$ cat config.mk
export PLATFORM = sky130hd
export DESIGN_NAME = debug_halt_ctrl_flat
export DESIGN_NICKNAME = d
export VERILOG_FILES = /design/src/rtl/debug_halt_ctrl_if.sv /design/src/rtl/debug_halt_ctrl.sv /design/src/flat_wrapper.sv
export SDC_FILE = /design/constraint.sdc
export NUM_CORES = 1
export LEC_CHECK = 0
export CAP_MARGIN = 20
export CORE_MARGIN = 10
export CORE_UTILIZATION = 51
export CTS_BUF_LIST = sky130_fd_sc_hd__clkbuf_4 sky130_fd_sc_hd__clkbuf_8
export CTS_CLUSTER_DIAMETER = 120
export DETAILED_ROUTE_END_ITERATION = 12
export PLACE_DENSITY = 0.87
export SLEW_MARGIN = 40
export SYNTH_ARGS = -nofsm -noshare
export SYNTH_HDL_FRONTEND = slang
export SYNTH_SLANG_ARGS = --single-unit
$ cat constraint.sdc
create_clock -name clk -period 2 [get_ports clk]
set_input_delay 0.3 -clock clk [delete_from_list [all_inputs] [get_ports clk]]
set_output_delay 0.3 -clock clk [all_outputs]
set_load 0.005 [all_outputs]
$ cat src/rtl/debug_halt_ctrl_if.sv
// Signal bundle between debug_halt_ctrl and its surroundings: UART line, sampled
// core clock and CPU bus in; halt/breakpoint status and FSM debug state out.
interface debug_halt_ctrl_if;
  logic        rx;
  logic        gb_clk;
  logic [15:0] addr;
  logic        rd;
  logic        halt;
  logic        bp_armed;
  logic [15:0] bp_addr;
  logic        bp_hit;
  logic        cmd_err;
  // {rx_state[1:0], parser_state, ctrl_state[1:0]}
  logic [4:0]  dbg_state;

  modport slave (
    input  rx, gb_clk, addr, rd,
    output halt, bp_armed, bp_addr, bp_hit, cmd_err, dbg_state
  );

  modport master (
    output rx, gb_clk, addr, rd,
    input  halt, bp_armed, bp_addr, bp_hit, cmd_err, dbg_state
  );
endinterface

$ cat src/rtl/debug_halt_ctrl.sv
// Debug halt controller: UART command receiver, command parser and the
// RUN/HALTED/STEP_WAIT control FSM that drives halt, plus one read breakpoint.
module debug_halt_ctrl #(
  parameter int CLKS_PER_BIT = 868,
  parameter int SYNC_STAGES  = 2
) (
  input  logic              clk,
  input  logic              reset_n,
  debug_halt_ctrl_if.slave  bus
);

  localparam int CW = $clog2(CLKS_PER_BIT);
  localparam logic [CW-1:0] HALF_M1 = CW'(CLKS_PER_BIT / 2 - 1);
  localparam logic [CW-1:0] FULL_M1 = CW'(CLKS_PER_BIT - 1);

  localparam logic [7:0] CH_H = 8'h48;
  localparam logic [7:0] CH_C = 8'h43;
  localparam logic [7:0] CH_S = 8'h53;
  localparam logic [7:0] CH_X = 8'h58;
  localparam logic [7:0] CH_B = 8'h42;

  typedef enum logic [1:0] {R_IDLE, R_START, R_DATA, R_STOP} rx_state_t;
  typedef enum logic       {P_IDLE, P_BP}                     p_state_t;
  typedef enum logic [1:0] {RUN, HALTED, STEP_WAIT}           ctrl_state_t;

  // ---------------------------------------------------------------------------
  // Input synchronizers and gb_clk rising-edge detect
  // ---------------------------------------------------------------------------
  logic [SYNC_STAGES-1:0] r_rx_sync;
  logic [SYNC_STAGES-1:0] r_gb_sync;
  logic                   r_gb_prev;
  logic                   w_rx;
  logic                   w_gb_rise;

  always_ff @(posedge clk) begin
    if (!reset_n) begin
      r_rx_sync <= '1;
      r_gb_sync <= '0;
      r_gb_prev <= 1'b0;
    end else begin
      r_rx_sync <= {r_rx_sync[SYNC_STAGES-2:0], bus.rx};
      r_gb_sync <= {r_gb_sync[SYNC_STAGES-2:0], bus.gb_clk};
      r_gb_prev <= r_gb_sync[SYNC_STAGES-1];
    end
  end

  assign w_rx      = r_rx_sync[SYNC_STAGES-1];
  assign w_gb_rise = r_gb_sync[SYNC_STAGES-1] & ~r_gb_prev;

  // ---------------------------------------------------------------------------
  // UART receiver (8N1, LSB first, mid-bit sampling)
  // w_rx_valid is a one-cycle strobe with the byte in r_shift; there is no
  // ready/back-pressure, every consumer must act in that same cycle.
  // ---------------------------------------------------------------------------
  rx_state_t       r_rx_state, w_rx_state_nxt;
  logic [CW-1:0]   r_cnt,      w_cnt_nxt;
  logic [2:0]      r_bit,      w_bit_nxt;
  logic [7:0]      r_shift,    w_shift_nxt;
  logic            w_rx_valid;
  logic            w_frame_err;

  always_ff @(posedge clk) begin
    if (!reset_n) begin
      r_rx_state <= R_IDLE;
      r_cnt      <= '0;
      r_bit      <= '0;
      r_shift    <= '0;
    end else begin
      r_rx_state <= w_rx_state_nxt;
      r_cnt      <= w_cnt_nxt;
      r_bit      <= w_bit_nxt;
      r_shift    <= w_shift_nxt;
    end
  end

  always_comb begin
    w_rx_state_nxt = r_rx_state;
    w_cnt_nxt      = r_cnt;
    w_bit_nxt      = r_bit;
    w_shift_nxt    = r_shift;
    w_rx_valid     = 1'b0;
    w_frame_err    = 1'b0;
    case (r_rx_state)
      R_IDLE: begin
        if (!w_rx) begin
          w_rx_state_nxt = R_START;
          w_cnt_nxt      = '0;
        end
      end
      R_START: begin
        if (r_cnt == HALF_M1) begin
          // A start bit that has gone high again by mid-bit is a glitch.
          w_cnt_nxt      = '0;
          w_bit_nxt      = '0;
          w_rx_state_nxt = w_rx ? R_IDLE : R_DATA;
        end else begin
          w_cnt_nxt = r_cnt + CW'(1);
        end
      end
      R_DATA: begin
        if (r_cnt == FULL_M1) begin
          w_cnt_nxt   = '0;
          w_shift_nxt = {w_rx, r_shift[7:1]};
          w_bit_nxt   = r_bit + 3'd1;
          if (r_bit == 3'd7) w_rx_state_nxt = R_STOP;
        end else begin
          w_cnt_nxt = r_cnt + CW'(1);
        end
      end
      R_STOP: begin
        if (r_cnt == FULL_M1) begin
          w_cnt_nxt      = '0;
          w_rx_state_nxt = R_IDLE;
          if (w_rx) w_rx_valid  = 1'b1;
          else      w_frame_err = 1'b1;
        end else begin
          w_cnt_nxt = r_cnt + CW'(1);
        end
      end
      default: w_rx_state_nxt = R_IDLE;
    endcase
  end

  // ---------------------------------------------------------------------------
  // Command parser
  // ---------------------------------------------------------------------------
  function automatic logic [4:0] hex_decode(input logic [7:0] c);
    // Returns {valid, nibble}.
    if (c >= 8'h30 && c <= 8'h39)      return {1'b1, c[3:0]};
    else if (c >= 8'h41 && c <= 8'h46) return {1'b1, 4'(c[3:0] + 4'd9)};
    else if (c >= 8'h61 && c <= 8'h66) return {1'b1, 4'(c[3:0] + 4'd9)};
    else                               return 5'b0;
  endfunction

  p_state_t    r_p_state,  w_p_state_nxt;
  logic [1:0]  r_nib_cnt,  w_nib_cnt_nxt;
  logic [15:0] r_shadow,   w_shadow_nxt;
  logic [15:0] r_bp_addr,  w_bp_addr_nxt;
  logic        r_bp_armed, w_bp_armed_nxt;
  logic [4:0]  w_hex;
  logic        w_bp_write;
  logic        w_hex_err;
  logic        w_cmd_h;
  logic        w_cmd_c;
  logic        w_cmd_s;

  assign w_hex = hex_decode(r_shift);

  always_ff @(posedge clk) begin
    if (!reset_n) begin
      r_p_state  <= P_IDLE;
      r_nib_cnt  <= '0;
      r_shadow   <= '0;
      r_bp_addr  <= '0;
      r_bp_armed <= 1'b0;
    end else begin
      r_p_state  <= w_p_state_nxt;
      r_nib_cnt  <= w_nib_cnt_nxt;
      r_shadow   <= w_shadow_nxt;
      r_bp_addr  <= w_bp_addr_nxt;
      r_bp_armed <= w_bp_armed_nxt;
    end
  end

  always_comb begin
    w_p_state_nxt  = r_p_state;
    w_nib_cnt_nxt  = r_nib_cnt;
    w_shadow_nxt   = r_shadow;
    w_bp_addr_nxt  = r_bp_addr;
    w_bp_armed_nxt = r_bp_armed;
    w_bp_write     = 1'b0;
    w_hex_err      = 1'b0;
    w_cmd_h        = 1'b0;
    w_cmd_c        = 1'b0;
    w_cmd_s        = 1'b0;
    if (w_rx_valid) begin
      case (r_p_state)
        P_IDLE: begin
          case (r_shift)
            CH_H: w_cmd_h = 1'b1;
            CH_C: w_cmd_c = 1'b1;
            CH_S: w_cmd_s = 1'b1;
            CH_X: w_bp_armed_nxt = 1'b0;
            CH_B: begin
              w_p_state_nxt = P_BP;
              w_nib_cnt_nxt = '0;
            end
            default: ;
          endcase
        end
        P_BP: begin
          if (w_hex[4]) begin
            w_shadow_nxt  = {r_shadow[11:0], w_hex[3:0]};
            w_nib_cnt_nxt = r_nib_cnt + 2'd1;
            if (r_nib_cnt == 2'd3) begin
              w_bp_addr_nxt  = {r_shadow[11:0], w_hex[3:0]};
              w_bp_armed_nxt = 1'b1;
              w_bp_write     = 1'b1;
              w_p_state_nxt  = P_IDLE;
            end
          end else begin
            // Bad digit abandons the address; the old breakpoint stays live.
            w_hex_err     = 1'b1;
            w_p_state_nxt = P_IDLE;
          end
        end
        default: w_p_state_nxt = P_IDLE;
      endcase
    end
  end

  // ---------------------------------------------------------------------------
  // Control FSM
  // ---------------------------------------------------------------------------
  ctrl_state_t r_ctrl, w_ctrl_nxt;
  logic        r_skip, w_skip_nxt;
  logic        r_halt;
  logic        r_bp_hit;
  logic        r_cmd_err;
  logic        w_bp_match;
  logic        w_bp_hit_nxt;

  // skip masks the breakpoint the core is parked on until the bus moves away.
  assign w_bp_match = r_bp_armed && !bus.rd && (bus.addr == r_bp_addr) && !r_skip;

  always_ff @(posedge clk) begin
    if (!reset_n) begin
      r_ctrl    <= RUN;
      r_skip    <= 1'b0;
      r_halt    <= 1'b0;
      r_bp_hit  <= 1'b0;
      r_cmd_err <= 1'b0;
    end else begin
      r_ctrl    <= w_ctrl_nxt;
      r_skip    <= w_skip_nxt;
      r_halt    <= (w_ctrl_nxt == HALTED);
      r_bp_hit  <= w_bp_hit_nxt;
      r_cmd_err <= w_frame_err | w_hex_err;
    end
  end

  always_comb begin
    w_ctrl_nxt   = r_ctrl;
    w_bp_hit_nxt = 1'b0;
    w_skip_nxt   = (bus.addr != r_bp_addr) ? 1'b0 : r_skip;
    case (r_ctrl)
      RUN: begin
        // Any command arriving in the same cycle takes priority over a match.
        if (w_cmd_h) begin
          w_ctrl_nxt = HALTED;
        end else if (w_bp_match && !w_cmd_c && !w_cmd_s) begin
          w_ctrl_nxt   = HALTED;
          w_bp_hit_nxt = 1'b1;
        end
      end
      HALTED: begin
        if (w_cmd_c) begin
          w_ctrl_nxt = RUN;
          w_skip_nxt = 1'b1;
        end else if (w_cmd_s) begin
          w_ctrl_nxt = STEP_WAIT;
          w_skip_nxt = 1'b1;
        end
      end
      STEP_WAIT: begin
        if (w_cmd_h)        w_ctrl_nxt = HALTED;
        else if (w_cmd_c)   w_ctrl_nxt = RUN;
        else if (w_gb_rise) w_ctrl_nxt = HALTED;
      end
      default: w_ctrl_nxt = RUN;
    endcase
    if (w_bp_write) w_skip_nxt = 1'b0;
  end

  assign bus.halt      = r_halt;
  assign bus.bp_armed  = r_bp_armed;
  assign bus.bp_addr   = r_bp_addr;
  assign bus.bp_hit    = r_bp_hit;
  assign bus.cmd_err   = r_cmd_err;
  assign bus.dbg_state = {r_rx_state, r_p_state, r_ctrl};

endmodule
$ cat src/flat_wrapper.sv
// flat-port wrapper written by rule: the top's interface ports become plain ports
module debug_halt_ctrl_flat 
#(
  parameter int CLKS_PER_BIT = 868,
  parameter int SYNC_STAGES  = 2
)
  (clk, reset_n, bus_rx, bus_gb_clk, bus_addr, bus_rd, bus_halt, bus_bp_armed, bus_bp_addr, bus_bp_hit, bus_cmd_err, bus_dbg_state);
  debug_halt_ctrl_if bus_i ();
  input  logic clk;
  input  logic reset_n;
  input wire logic [$bits(bus_i.rx)-1:0] bus_rx;
  input wire logic [$bits(bus_i.gb_clk)-1:0] bus_gb_clk;
  input wire logic [$bits(bus_i.addr)-1:0] bus_addr;
  input wire logic [$bits(bus_i.rd)-1:0] bus_rd;
  output wire logic [$bits(bus_i.halt)-1:0] bus_halt;
  output wire logic [$bits(bus_i.bp_armed)-1:0] bus_bp_armed;
  output wire logic [$bits(bus_i.bp_addr)-1:0] bus_bp_addr;
  output wire logic [$bits(bus_i.bp_hit)-1:0] bus_bp_hit;
  output wire logic [$bits(bus_i.cmd_err)-1:0] bus_cmd_err;
  output wire logic [$bits(bus_i.dbg_state)-1:0] bus_dbg_state;
  assign bus_i.rx = bus_rx;
  assign bus_i.gb_clk = bus_gb_clk;
  assign bus_i.addr = bus_addr;
  assign bus_i.rd = bus_rd;
  assign bus_halt = bus_i.halt;
  assign bus_bp_armed = bus_i.bp_armed;
  assign bus_bp_addr = bus_i.bp_addr;
  assign bus_bp_hit = bus_i.bp_hit;
  assign bus_cmd_err = bus_i.cmd_err;
  assign bus_dbg_state = bus_i.dbg_state;
  debug_halt_ctrl #(.CLKS_PER_BIT(CLKS_PER_BIT), .SYNC_STAGES(SYNC_STAGES)) u_core (.clk(clk), .reset_n(reset_n), .bus(bus_i));
endmodule
* Word-level counts from Yosys, hierarchy flattened
Cells that the tools add are included.
Storage, ports and cells: word-level logic and storage cells 147, bits in registers 66, bits of input ports 21
Cells by class: add/subtract/negate cells 4, bitwise logic cells 6, reductions and logical operators 25, order comparisons 6, eq/ne operators 26, muxes and demuxes 63
Operators with widths (count):
- equality test 8 x 7 -> 1 bit (second input constant) | 5
- 2-to-1 mux 1 bit | 33
- 2-to-1 mux 10 bit | 3
- 2-to-1 mux 2 bit | 15
- case mux 10 bit (3 select lines) | 1
- equality test 16 bit | 1
- greater-or-equal comparator 8 x 7 -> 1 bit (second input constant) | 2
- <= comparator 8 x 7 -> 1 bit (second input constant) | 2
- inequality test 16 bit | 1
- 2-to-1 mux 5 bit | 3
- adder 10 x 1 -> 10 bit (second input constant) | 1
- equality test 10 bit (second input constant) | 1
- equality test 10 x 9 -> 1 bit (second input constant) | 1
- inequality test 2 bit (second input constant) | 5
- AND reduction 3 bit | 3
- equality test 2 bit (second input constant) | 4
- greater-or-equal comparator 8 x 6 -> 1 bit (second input constant) | 1
- <= comparator 8 x 6 -> 1 bit (second input constant) | 1
- logical AND 1 bit | 8
- inequality test 2 x 1 -> 1 bit (second input constant) | 4
- case mux 2 bit (4 select lines) | 1
- AND reduction 4 bit | 2
- equality test 2 x 1 -> 1 bit (second input constant) | 3
- 2-to-1 mux 3 bit | 2
- other kinds (18) | 27

* Depth between registers and ports, before layout
word-level depth 11, mapped depth 9

* Worst setup path after synthesis
No wires, ideal clock.
kind register -> register, start register u_core.r_shift[0], end register u_core.r_shadow[10], path slack -64 ps, arrival 1994 ps, clock period less this slack 2064 ps, cell stages (with the launch flop) 9, data required time 1930 ps, path through dfxtp_1 inv_1 ha_1 a211oi_1 o21ba_2 buf_2 clkbuf_1 o21ai_0 a21oi_1
On the way: longest elaborated chain between the ends 6, elaborated cells on any way between the ends 13, classes of those cells order compare: 6; mux: 3; reduce/logical: 4
RTL lines:
- start: declaration | line debug_halt_ctrl.sv:58 | logic [7:0] r_shift, w_shift_nxt;
- start signal: assignment | line debug_halt_ctrl.sv:72 | r_shift <= w_shift_nxt;
- greater-or-equal comparator 8 x 7 -> 1 bit or <= comparator 8 x 7 -> 1 bit (tied branches) | line debug_halt_ctrl.sv:131 | else if (c >= 8'h61 && c <= 8'h66) return {1'b1, 4'(c[3:0] + 4'd9)};
- logical AND 1 bit | line debug_halt_ctrl.sv:131
- 2-to-1 mux 5 bit | line debug_halt_ctrl.sv:131
- 2-to-1 mux 5 bit | line debug_halt_ctrl.sv:130 | else if (c >= 8'h41 && c <= 8'h46) return {1'b1, 4'(c[3:0] + 4'd9)};
- 2-to-1 mux 5 bit * | line debug_halt_ctrl.sv:129 | if (c >= 8'h30 && c <= 8'h39) return {1'b1, c[3:0]};
- AND reduction 3 bit (no line) *
- end signal: assignment | line debug_halt_ctrl.sv:159 | r_shadow <= w_shadow_nxt;
- end: declaration | line debug_halt_ctrl.sv:137 | logic [15:0] r_shadow, w_shadow_nxt;
Mark *: on every way between the ends. The rest lies on a longest branch, timed or not. A chain may end at the register's enable or synchronous reset.

* Final worst setup path
start register u_core.r_shift[0], end register u_core.r_bp_addr[0], in the netlist u_core.bus.bp_addr[0]
On the way: longest elaborated chain between the ends 6, elaborated cells on any way between the ends 14, classes of those cells add/sub: 1; order compare: 6; mux: 3; reduce/logical: 4
RTL lines:
- greater-or-equal comparator 8 x 7 -> 1 bit or <= comparator 8 x 7 -> 1 bit (tied branches) | line debug_halt_ctrl.sv:131
- logical AND 1 bit | line debug_halt_ctrl.sv:131
- 2-to-1 mux 5 bit | line debug_halt_ctrl.sv:131
- 2-to-1 mux 5 bit | line debug_halt_ctrl.sv:130
- 2-to-1 mux 5 bit * | line debug_halt_ctrl.sv:129
- AND reduction 4 bit (no line)
- end signal: assignment | line debug_halt_ctrl.sv:160 | r_bp_addr <= w_bp_addr_nxt;
- end: declaration | line debug_halt_ctrl.sv:138 | logic [15:0] r_bp_addr, w_bp_addr_nxt;
Marks and branches as above.

==> flow_metrics.py <==
metrics = {
    "floorplan": {
        "core_um2": 6350,
        "die_h_um": 101,
        "boundaryPins": 46,
        "fp.dieW_um": 101,
        "core.rowCount": 29,
        "initial_utilization": 0.527,
        "dieArea_um2": 10200,
    },
    "logic_synthesis": {
        "synthXorXnorAreaFrac": 0.0629,
        "syn-cell-area_um2": 3340,
        "synth-compound-area-share": 0.176,
        "yosys-top-cells-count": "dfxtp_1 (66), a21oi_1 (42), nand3_1 (41)",
        "synth_top_family_by_area": "simple AND/OR/NAND/NOR gates",
        "yosysTopAreaCellShare": 0.395,
        "synth-simple-area-share": 0.238,
        "avgSynthCellArea_um2": 8.53,
        "synth_top_cell_by_area": "dfxtp_1",
        "yosys_warnings": 0,
        "synth_seq_cells": 66,
        "synthMuxAreaShare": 0.0210,
        "synthTopCellsByArea": "dfxtp_1 (40%), a21oi_1 (6.3%), nand3_1 (6.1%)",
        "synth-main-ff-cell": "dfxtp_1",
        "yosysSeqAreaShare": 0.395,
        "syn-num-nets": 428,
        "synth-adder-area-share": 0.0561,
        "synth_edf_count": 0,
        "ys_async_sr_fraction": 0,
        "yosysMostFrequentCell": "dfxtp_1",
        "synth_cells": 392,
        "yosysUniqueCellTypes": 54,
    },
    "worst_setup_path": {
        "cp.buffers_inverters": 2,
        "arrival_ns": 2.30,
        "crit_path_start": "u_core.r_shift[0]",
        "r2r_start": "u_core.r_shift[0]",
        "critPathCaptureType": "register",
        "crit_type": "reg -> reg",
        "cp_common_cell": "nor3_1",
        "r2r_slack_ns": -0.09,
        "slowest_stage": "a2111oi_1",
        "critPathLaunchType": "register",
        "cpPeakStageDelay_ns": 0.46,
        "critPathMaxFanout": 5,
        "required_ns": 2.21,
        "crit_family": "compound AO/OA/AOI/OAI gates",
        "path_cells": "inv_1 -> ha_1 -> nand2b_1 -> o21ai_1 -> buf_4 -> nor3_1 -> a2111oi_1 -> nor3_1",
    },
    "sta": {
        "hold_ws_ns": 0.414,
        "hold_viol_final": 0,
        "tightest_slew_ns": 0.553,
        "maxSlewViolCount": 0,
        "slew-limit-headroom": 0.630,
        "setup_violations": 2,
        "finClkSkew_ns": 0.00904,
        "tns_ns": -0.116,
        "max_freq_mhz": 478,
        "finalCritPeriodShare": 1.05,
        "period_needed_ns": 2.09,
        "fin_ws_ns": -0.0922,
    },
    "power_and_ir_drop": {
        "pwr-share-seq": 0.475,
        "powerDensity_nw_per_um2": 633,
        "ir_drop_uv": 438,
        "internal-power_uw": 2100,
        "pwr-share-comb": 0.128,
        "p_switching_uw": 704,
        "p_clk_frac": 0.396,
        "p_leak_uw": 0.00166,
        "switching_share": 0.251,
        "p_total_uw": 2800,
    },
    "grt": {
        "gr-usage-all-layers": 0.168,
        "grt_pass1_wl_um": 14100,
        "grt_max_degree": 37,
        "gr-total-overflow": 0,
        "antenna_found_initial": 0,
        "grt_pass1_vias": 3037,
    },
    "layout": {
        "nNetsFinal": 501,
        "drive_gt1_frac": 0.172,
        "final_cells": 547,
        "antennaDiodeCount": 0,
        "fillers": 434,
        "area_growth_pct": 32.5,
    },
    "clock_network": {
        "holdBufCountCts": 0,
        "clkLatencyLatePin_ns": 0.35,
        "clock_path_buffers": 2,
        "htreeDepth": 3,
        "cts_sinks": 66,
        "cts_made_buffers": 9,
        "clockRootBuffer": "clkbuf_8",
        "cts_tree": "built",
        "clk_pin_slew_worst_paths_ns": 0.07,
    },
    "place": {
        "place_hpwl_um": 5970,
        "dp.cells": 525,
        "port_buffers": 45,
        "place.gp.congestion": 0.901,
        "dp_slack_ns": -0.170,
    },
    "route": {
        "drc": 0,
        "drt_iter0_markers": 419,
        "routed_wl_um": 10200,
        "firstDrtPassIters": 6,
        "vias_per_cell": 6.23,
        "antenna_left": 0,
        "wl_per_cell_um": 18.6,
        "vias": 3407,
    },
    "job": {
        "cap_violations": 0,
    },
    "outcome": {
        "status": "complete, but fails checks",
        "violations": "setup timing",
    },
    "min_path": {
        "holdCritStartpoint": "u_core.r_rx_sync[0]",
        "hp-class": "reg -> reg",
    },
}
## through the flow
| step | instance area, um^2 | util |
|---|---|---|
| after floorplan | 3350 | - |
| after global placement | 4080 | 0.643 |
| after detailed placement | 4080 | 0.643 |
| after CTS | 4280 | 0.675 |
| after global routing | 4430 | 0.698 |
| final | 4430 | 0.698 |
## layout by cell type, fill, tap and decap left out, types with 9 or more instances in the layout
cell type,instances
dfxtp_1,65
clkdlybuf4s50_1,45
nand3_1,41
a21oi_1,40
buf_4,38
nand2_1,28
o21ai_0,27
xor2_1,23
nor2_1,14
ha_1,14
inv_1,11
clkbuf_8,9
## power groups by stage
stage / sequential [uW] / combinational [uW] / clock [uW]
4_1_cts: 1330 / 336 / 1120
6_report: 1330 / 359 / 1110
3_3_place_gp: 1360 / 320 / 0
2_1_floorplan: 1370 / 180 / 0
5_1_grt: 1330 / 390 / 1170
3_5_place_dp: 1360 / 332 / 0
## worst register-to-register path: stages, from the launching register on
cell,delay (ns)
dfxtp_2,0.34
inv_1,0.14
ha_1,0.19
nand2b_1,0.06
o21ai_1,0.38
buf_4,0.21
nor3_1,0.04
a2111oi_1,0.46
nor3_1,0.13
## sequential cells by signal (all words and copies together), names as in the netlist, 2 cells and up, named ones only
signal              cells
u_core.bus.bp_addr     16
u_core.r_shadow        12
u_core.r_ctrl           2
u_core.r_nib_cnt        2
u_core.r_bit            3
u_core.r_shift          8
u_core.r_cnt           10
u_core.r_rx_sync        2
u_core.r_gb_sync        2
## metal layers
metal,up-vias,wire length (um),GRT usage
met5,-,0,0
met4,0,386,0.0847
met3,44,898,0.0418
met2,187,4930,0.275
met1,1618,3950,0.199
li1,1558,-,-
## path summary, 6_finish.rpt
check,cells past startpoint,end
max,8,u_core.bus.bp_addr[0]
min,1,u_core.r_rx_sync[1]
max reg2reg,8,u_core.bus.bp_addr[0]
min reg2reg,1,u_core.r_rx_sync[1]
## cell families (layout without fill, tap and decap cells)
logic type,count (synthesis),count (layout)
flops,66,66
mux,7,7
fa+ha+maj,15,15
compound gates,98,98
simple gates,144,144
buf+inv,38,116
xor+xnor,24,24
## repair_timing
item,4_1_cts,5_1_grt
pin swaps,0,4
gates resized for setup,2,18
cloned,0,3
endpoints found under the setup margin,6,44
buffers inserted,0,3
## final cells by class
class / count / area [um^2] / area share
clock inverters: 5 / 55.1 / 0.0124
flip-flops and latches: 66 / 1320 / 0.299
clock buffers: 11 / 139 / 0.0313
inverters: 11 / 41.3 / 0.00932
repair buffers: 89 / 842 / 0.190
well taps: 77 / 96.3 / 0.0217
multi-input cells: 288 / 1930 / 0.437
Note: power is estimated with default switching activity, not from simulation.
